<file path="src/rtl/pipeline_ctrl.sv">
// Central stall/flush sequencer for the 5-stage MIPS pipeline.
// Clears the buffers after reset, then handles load-use hazards, control
// redirects and data-memory wait states with a timeout.
//
// Ports:
//   clk, rst         clock; asynchronous active-high reset
//   id_rs, id_rt     source fields of the instruction in ID
//   id_usesRt        ID instruction reads rt
//   ex_memRead       EX instruction is a load
//   ex_rt            load destination register in EX
//   ex_branchTaken   EX resolved a taken branch
//   ex_jump          EX instruction is a jump
//   mem_req          MEM instruction accesses data memory
//   mem_ready        data memory completes this cycle
//   pc_en, *_en      buffer load enables
//   *_flush          buffer loads a bubble (overrides enable)
//   state            INIT=0, RUN=1, MEM_WAIT=2, ERROR=3
//   err              sticky memory-timeout flag
//   stall_cnt        saturating count of cycles with the PC held
module pipeline_ctrl #(
    parameter int INIT_CYCLES = 2,
    parameter int MEM_TIMEOUT = 16,
    parameter int STALL_CNT_W = 16
) (
    input  logic                   clk,
    input  logic                   rst,
    input  logic [4:0]             id_rs,
    input  logic [4:0]             id_rt,
    input  logic                   id_usesRt,
    input  logic                   ex_memRead,
    input  logic [4:0]             ex_rt,
    input  logic                   ex_branchTaken,
    input  logic                   ex_jump,
    input  logic                   mem_req,
    input  logic                   mem_ready,
    output logic                   pc_en,
    output logic                   ifid_en,
    output logic                   ifid_flush,
    output logic                   idex_en,
    output logic                   idex_flush,
    output logic                   exmem_en,
    output logic                   exmem_flush,
    output logic                   memwb_flush,
    output logic [1:0]             state,
    output logic                   err,
    output logic [STALL_CNT_W-1:0] stall_cnt
);

    localparam int INIT_W = $clog2(INIT_CYCLES + 1);
    localparam int WAIT_W = $clog2(MEM_TIMEOUT + 1);
    localparam logic [INIT_W-1:0] INIT_LAST = INIT_W'(INIT_CYCLES - 1);
    localparam logic [WAIT_W-1:0] WAIT_LAST = WAIT_W'(MEM_TIMEOUT - 1);

    typedef enum logic [1:0] {
        S_INIT     = 2'd0,
        S_RUN      = 2'd1,
        S_MEM_WAIT = 2'd2,
        S_ERROR    = 2'd3
    } state_t;

    state_t            cur;
    logic [INIT_W-1:0] init_cnt;
    logic [WAIT_W-1:0] wait_cnt;

    logic mem_stall;
    logic redirect;
    logic load_use;
    logic active;

    assign mem_stall = mem_req & ~mem_ready;
    assign redirect  = ex_branchTaken | ex_jump;
    // A load into r0 never produces a value worth waiting for.
    assign load_use  = ex_memRead && (ex_rt != 5'd0) &&
                       ((ex_rt == id_rs) || (id_usesRt && (ex_rt == id_rt)));
    assign active    = (cur == S_RUN) || (cur == S_MEM_WAIT);
    assign state     = cur;

    // Mealy buffer control: RUN and a MEM_WAIT release share the same rules,
    // so a branch held in EX during a wait is acted on in the release cycle.
    always_comb begin
        pc_en       = 1'b0;
        ifid_en     = 1'b0;
        ifid_flush  = 1'b0;
        idex_en     = 1'b0;
        idex_flush  = 1'b0;
        exmem_en    = 1'b0;
        exmem_flush = 1'b0;
        memwb_flush = 1'b0;
        unique case (cur)
            S_INIT: begin
                ifid_en     = 1'b1;
                idex_en     = 1'b1;
                exmem_en    = 1'b1;
                ifid_flush  = 1'b1;
                idex_flush  = 1'b1;
                exmem_flush = 1'b1;
                memwb_flush = 1'b1;
            end
            S_RUN, S_MEM_WAIT: begin
                if (mem_stall) begin
                    memwb_flush = 1'b1;
                end else begin
                    pc_en    = 1'b1;
                    ifid_en  = 1'b1;
                    idex_en  = 1'b1;
                    exmem_en = 1'b1;
                    if (redirect) begin
                        ifid_flush = 1'b1;
                        idex_flush = 1'b1;
                    end else if (load_use) begin
                        pc_en      = 1'b0;
                        ifid_en    = 1'b0;
                        idex_flush = 1'b1;
                    end
                end
            end
            S_ERROR: begin
            end
        endcase
    end

    always_ff @(posedge clk or posedge rst) begin
        if (rst) begin
            cur       <= S_INIT;
            init_cnt  <= '0;
            wait_cnt  <= '0;
            err       <= 1'b0;
            stall_cnt <= '0;
        end else begin
            if (active && !pc_en && (stall_cnt != '1))
                stall_cnt <= stall_cnt + 1'b1;
            unique case (cur)
                S_INIT: begin
                    if (init_cnt == INIT_LAST) begin
                        init_cnt <= '0;
                        cur      <= S_RUN;
                    end else begin
                        init_cnt <= init_cnt + 1'b1;
                    end
                end
                S_RUN: begin
                    if (mem_stall) begin
                        wait_cnt <= WAIT_W'(1);
                        cur      <= S_MEM_WAIT;
                    end
                end
                S_MEM_WAIT: begin
                    if (mem_stall) begin
                        // The RUN cycle that entered the wait already counts.
                        if (wait_cnt == WAIT_LAST) begin
                            cur <= S_ERROR;
                            err <= 1'b1;
                        end else begin
                            wait_cnt <= wait_cnt + 1'b1;
                        end
                    end else begin
                        wait_cnt <= '0;
                        cur      <= S_RUN;
                    end
                end
                S_ERROR: begin
                end
            endcase
        end
    end

endmodule

</file>
<file path="config.mk">
export PLATFORM = sky130hd
export DESIGN_NAME = pipeline_ctrl
export DESIGN_NICKNAME = d
export VERILOG_FILES = /design/src/rtl/pipeline_ctrl.sv
export SDC_FILE = /design/constraint.sdc
export NUM_CORES = 1
export LEC_CHECK = 0
export BUFFER_PORTS_ARGS = -buffer_cell sky130_fd_sc_hd__buf_2
export CAP_MARGIN = 20
export CORE_UTILIZATION = 50
export DETAILED_ROUTE_END_ITERATION = 10
export PLACE_DENSITY = 0.85
export SETUP_SLACK_MARGIN = 0.02
export SLEW_MARGIN = 30
export SYNTH_ARGS = -nofsm -noshare
export SYNTH_HDL_FRONTEND = slang
export SYNTH_SLANG_ARGS = --single-unit
</file>
<file path="constraint.sdc">
create_clock -name clk -period 3 [get_ports clk]
set_clock_uncertainty 0.15 [all_clocks]
set_input_delay 0.15 -clock clk [delete_from_list [all_inputs] [get_ports clk]]
set_output_delay 0.15 -clock clk [all_outputs]
set_load 0.01 [all_outputs]
</file>
# Word level (Yosys, flattened, before mapping)
# Index checks and enable logic that the tools add are counted.
# classes
reduce_logical	16
n_mux	27
n_bitwise	3
n_addsub	3
n_eq_ne	11
# op_table
cell	n
adder 16 x 1 -> 16 bit (second input constant)	1
inequality test 16 bit (second input constant)	1
two-way mux 5 bit	3
two-way mux 1 bit	12
== test 5 bit	2
two-way mux 2 bit	5
one-hot mux 1 bit (2 select lines)	5
one-hot mux 5 bit (2 select lines)	1
one-hot mux 2 bit (3 select lines)	1
AND reduction 3 bit	2
adder 5 x 1 -> 5 bit (second input constant)	1
== test 5 x 4 -> 1 bit (second input constant)	1
logical AND 1 bit	5
nonzero test 5 bit	1
== test 2 x 1 -> 1 bit (second input constant)	2
inequality test 2 bit (second input constant)	2
AND reduction 4 bit	1
inequality test 3 x 2 -> 1 bit (second input constant)	1
inequality test 3 bit (second input constant)	1
nonzero test 3 bit	1
adder 2 x 1 -> 2 bit (second input constant)	1
== test 2 bit (second input constant)	1
zero test 2 bit	1
logical OR 1 bit	2
6 further kinds	6
# totals
inputBits	23
register_bits	26

# Depth between registers and ports, before layout
# depth
word_depth	11
mapped_depth	8

# Worst setup path after synthesis
# Ideal clock, no wire load.
# synth_path
kind	register -> output
startpoint	register cur[0] (netlist: state[0])
endpoint	output port idex_flush
setup_slack_ps	867
t_required_ps	2700
path_buffers	1
path_stages_with_launch	7
arrival_time_ps	1833
cell_sequence	dfrtp_1 inv_1 ha_1 clkbuf_1 a21oi_1 nor2_1 a21boi_0
# synth_via
elab_chain_len	3
word_cells_on_any_way	5
classes_between	2 x eq/ne; 1 x mux; 2 x reduce/logical
# synth_rtl
element	line_no	text
start, declared	61	state_t cur;
start signal, assigned	124	cur <= S_INIT;
start signal, assigned	136	cur <= S_RUN;
start signal, assigned	144	cur <= S_MEM_WAIT;
== test 2 x 1 -> 1 bit / == test 2 bit (equally long branches)	89	unique case (cur)
OR reduction 2 bit	89	
one-hot mux 1 bit (2 select lines) (*)	89	
end, declared	40	output logic idex_flush,
# Every way passes the cells marked *; elsewhere a longest branch is shown, timed or not.

# Final worst setup path
# Same ends and word-level chain as after synthesis.

==> impl_metrics.csv <==
group,metric,value,unit
yosys,synth_cells,156,
place,place_area,1864,µm²
yosys,synthMuxAreaShare,1.652,%
power,leakage,0.9239,nW
min_path,hold_depth,4,
sta,finalMaxSlewViolations,0,
yosys,synth_xor_area_share,14.87,%
route,dr.pass1.iters,4,
yosys,synth_warnings,0,
layout,diodes,0,
yosys,syn-cell-area,1590,µm²
place,gp_congestion,0.7997,
route,vias_per_cell,5.276,
cts,cts_sinks,26,
route,drt_iter0_drc,30,
layout,layout_common_cells,"49 x buf_2, 26 x dfrtp_1, 17 x nand2_1, 14 x xnor2_1, 13 x xor2_1",
layout,nNetsFinal,237,
layout,seqCellArea,650.6,µm²
worst_setup_path,cp_top_family,"adder cells",
sta,worstMarginPinSlew,0.5581,ns
global_route,antenna_found_initial,0,
yosys,ys_ff_latch,26,
sta,setup_viol,0,
yosys,synth_top_family_by_area,"simple AND/OR/NAND/NOR gates",
worst_setup_path,crit_type,"reg -> out",
place,io_buffers,49,
worst_setup_path,required,2.70,ns
cts,cts_buffer_depth,2,
sta,hold_viol,0,
yosys,synth_area_per_cell,10.19,µm²
worst_setup_path,crit_path_start_kind,"flip-flop",
layout,areaGrowthSynthToFinish,20.14,%
worst_setup_path,cp_max_fo,14,
power,power_density,685.4,nW/µm²
min_path,hold_path_class,"in -> reg",
yosys,synth-simple-area-share,23.37,%
layout,final_cells,250,
cts,htreeDepth,1,
place,dp.cells,245,
global_route,track_usage,19.65,%
yosys,synth_compound_area_share,11.09,%
min_path,min_from,"mem_req",
power,vdd_drop_max,576.7,µV
cts,cts_resized,0,
layout,fin_area,1911,µm²
die,rows,20,
yosys,synth_edf_count,0,
cts,path_clk_slew,0.13,ns
route,drc,0,
sta,fin_tns_setup,0,ns
sta,fin_crit_sh,78.75,%
global_route,grt_pass1_wl,5181,µm
cts,clk-insertion-delay-late,0.32,ns
sta,slew_headroom,62.67,%
worst_setup_path,r2r-start,"stall_cnt[0]",
global_route,grt_max_degree,27,
worst_setup_path,endpoint_kind,"output port",
worst_setup_path,cp_num_buf_inv,2,
route,post_drt_wl_per_cell,12.52,µm
sta,grt_setup_unrepaired,"false",
yosys,syn_nets,186,
layout,fillCellCount,254,
yosys,ys_types,41,
yosys,yosys-top-cells-area,"dfrtp_1 41%, xnor2_1 7.7%, xor2_1 7.2%",
worst_setup_path,crit_chain,"inv_1, ha_1, a21oi_1, nor2_1, a21boi_0, buf_2",
worst_setup_path,arrival,2.06,ns
cts,cts_tree,"built",
worst_setup_path,r2r_end,"stall_cnt[1]",
yosys,postSynth.asyncResetShare,100.0,%
yosys,synth_ff_type,"dfrtp_1",
route,ant_nets,0,
route,vias,1319,
die,initial_core_util,52.52,%
sta,fmax,423.3,MHz
yosys,synth_fa_ha_area_share,5.507,%
worst_setup_path,rrSetupSlack,0.77,ns
place,dp_hpwl,2441,µm
worst_setup_path,rr_worst_depth,5,
yosys,synth_top_area_share,40.91,%
layout,layout.cells.most_common,"buf_2",
sta,finalCriticalPeriod,2.362,ns
run_status,status,"finished clean",
die,core_area,3028,µm²
route,wirelength,3130,µm
cts,cts_buffers,3,
min_path,holdPathEnd,"wait_cnt[3]",
global_route,overflow,0,
die,fp.dieH,58.40,µm
worst_setup_path,critical-path-slowest-cell,"ha_1",
yosys,synth_area_leader_cell,"dfrtp_1",
die,die_area,3410,µm²
die,die_x,58.40,µm
layout,drive_gt1_share,31.07,%
layout,multi_input_area,898.4,µm²
yosys,synth_seq_area_share,40.91,%
worst_setup_path,critical_path.max_stage_delay,0.56,ns
cts,cts_root_buf,"clkbuf_4",
run,cap_violations,0,
global_route,grt_pass1_vias,1204,
die,ios,50,
## flip-flops by register name, summed over array words and instances, names as in the netlist
register	cells
init_cnt	2
wait_cnt	5
err	1
state	2
stall_cnt	16
## cells by family (layout without fill, tap and decap cells)
logic type | count (synthesis) | count (layout)
compound gates | 21 | 21
xor+xnor | 27 | 27
flops | 26 | 26
mux | 2 | 2
fa+ha+maj | 7 | 7
simple gates | 65 | 65
buf+inv | 8 | 58
## cells in the mapped netlist, types with 2 or more instances
| cell type | count |
|---|---|
| nor3b_1 | 2 |
| nor4_1 | 2 |
| nor2_1 | 9 |
| a21oi_1 | 3 |
| xor2_1 | 13 |
| nor3_1 | 5 |
| nand4_1 | 6 |
| nand3_1 | 5 |
| xnor2_1 | 14 |
| dfrtp_1 | 26 |
| a21boi_0 | 2 |
| o21ai_0 | 7 |
| nand2b_1 | 3 |
| nand2_1 | 17 |
| nand3b_1 | 2 |
| inv_1 | 4 |
| ha_1 | 7 |
| a31oi_1 | 2 |
| clkbuf_1 | 2 |
| nor4b_1 | 3 |
| and3_1 | 2 |
## repair_timing
item / 4_1_cts / 5_1_grt
buffers inserted: 0 / 0
hold endpoints to repair: 26 / 0
hold buffers: 1 / 0
## cell type report
cell class	count	share of cell area, %
inverters	4	0.7859
multi-input cells	122	47.02
clock buffers	4	1.899
well taps	44	2.881
repair buffers	50	13.36
flip-flops and latches	26	34.05
## power by group
group | switching [mW] | internal, mW
logic | 0.387 | 0.269
registers | 0.0690 | 0.409
clock network | 0.101 | 0.0742
## worst min-delay path, stage by stage
cell and delay [ns]:
buf_2 0.10, nand2b_1 0.10, nand2_1 0.12, a31oi_1 0.09
## worst max-delay path by stage
stage / start / end / slack (ns) / cells after the start
after global routing: state[0] / idex_flush / 0.41 / 6
after floorplan: state[0] / idex_flush / 0.87 / 6
final: state[0] / idex_flush / 0.64 / 6
after global placement: stall_cnt[0] / stall_cnt[1] / 0.89 / 5
after CTS: state[0] / idex_flush / 0.61 / 6
after detailed placement: stall_cnt[0] / stall_cnt[1] / 0.81 / 5
## through the flow
step	worst slack [ns]	hold WS (ns)	total power, mW	util, %
after floorplan	0.8670	0.04002	0.9321	-
after global placement	0.8873	0.2662	1.116	61.57
after detailed placement	0.8135	0.2581	1.136	61.57
after CTS	0.6139	0.1121	1.314	63.10
after global routing	0.4092	0.1669	1.406	63.10
final	0.6376	0.1217	1.310	63.10
## routing by layer
metal | wire, µm | vias to the layer above | share of wire, % | global-route usage, %
met3 | 155 | 5 | 5.0 | 2.637
li1 | - | 651 | - | -
met1 | 1471 | 613 | 47 | 27.25
met5 | 0 | - | 0 | 0
met2 | 1467 | 50 | 47 | 32.68
met4 | 36 | 0 | 1.2 | 5.102
(Power assumes the default switching activity.)
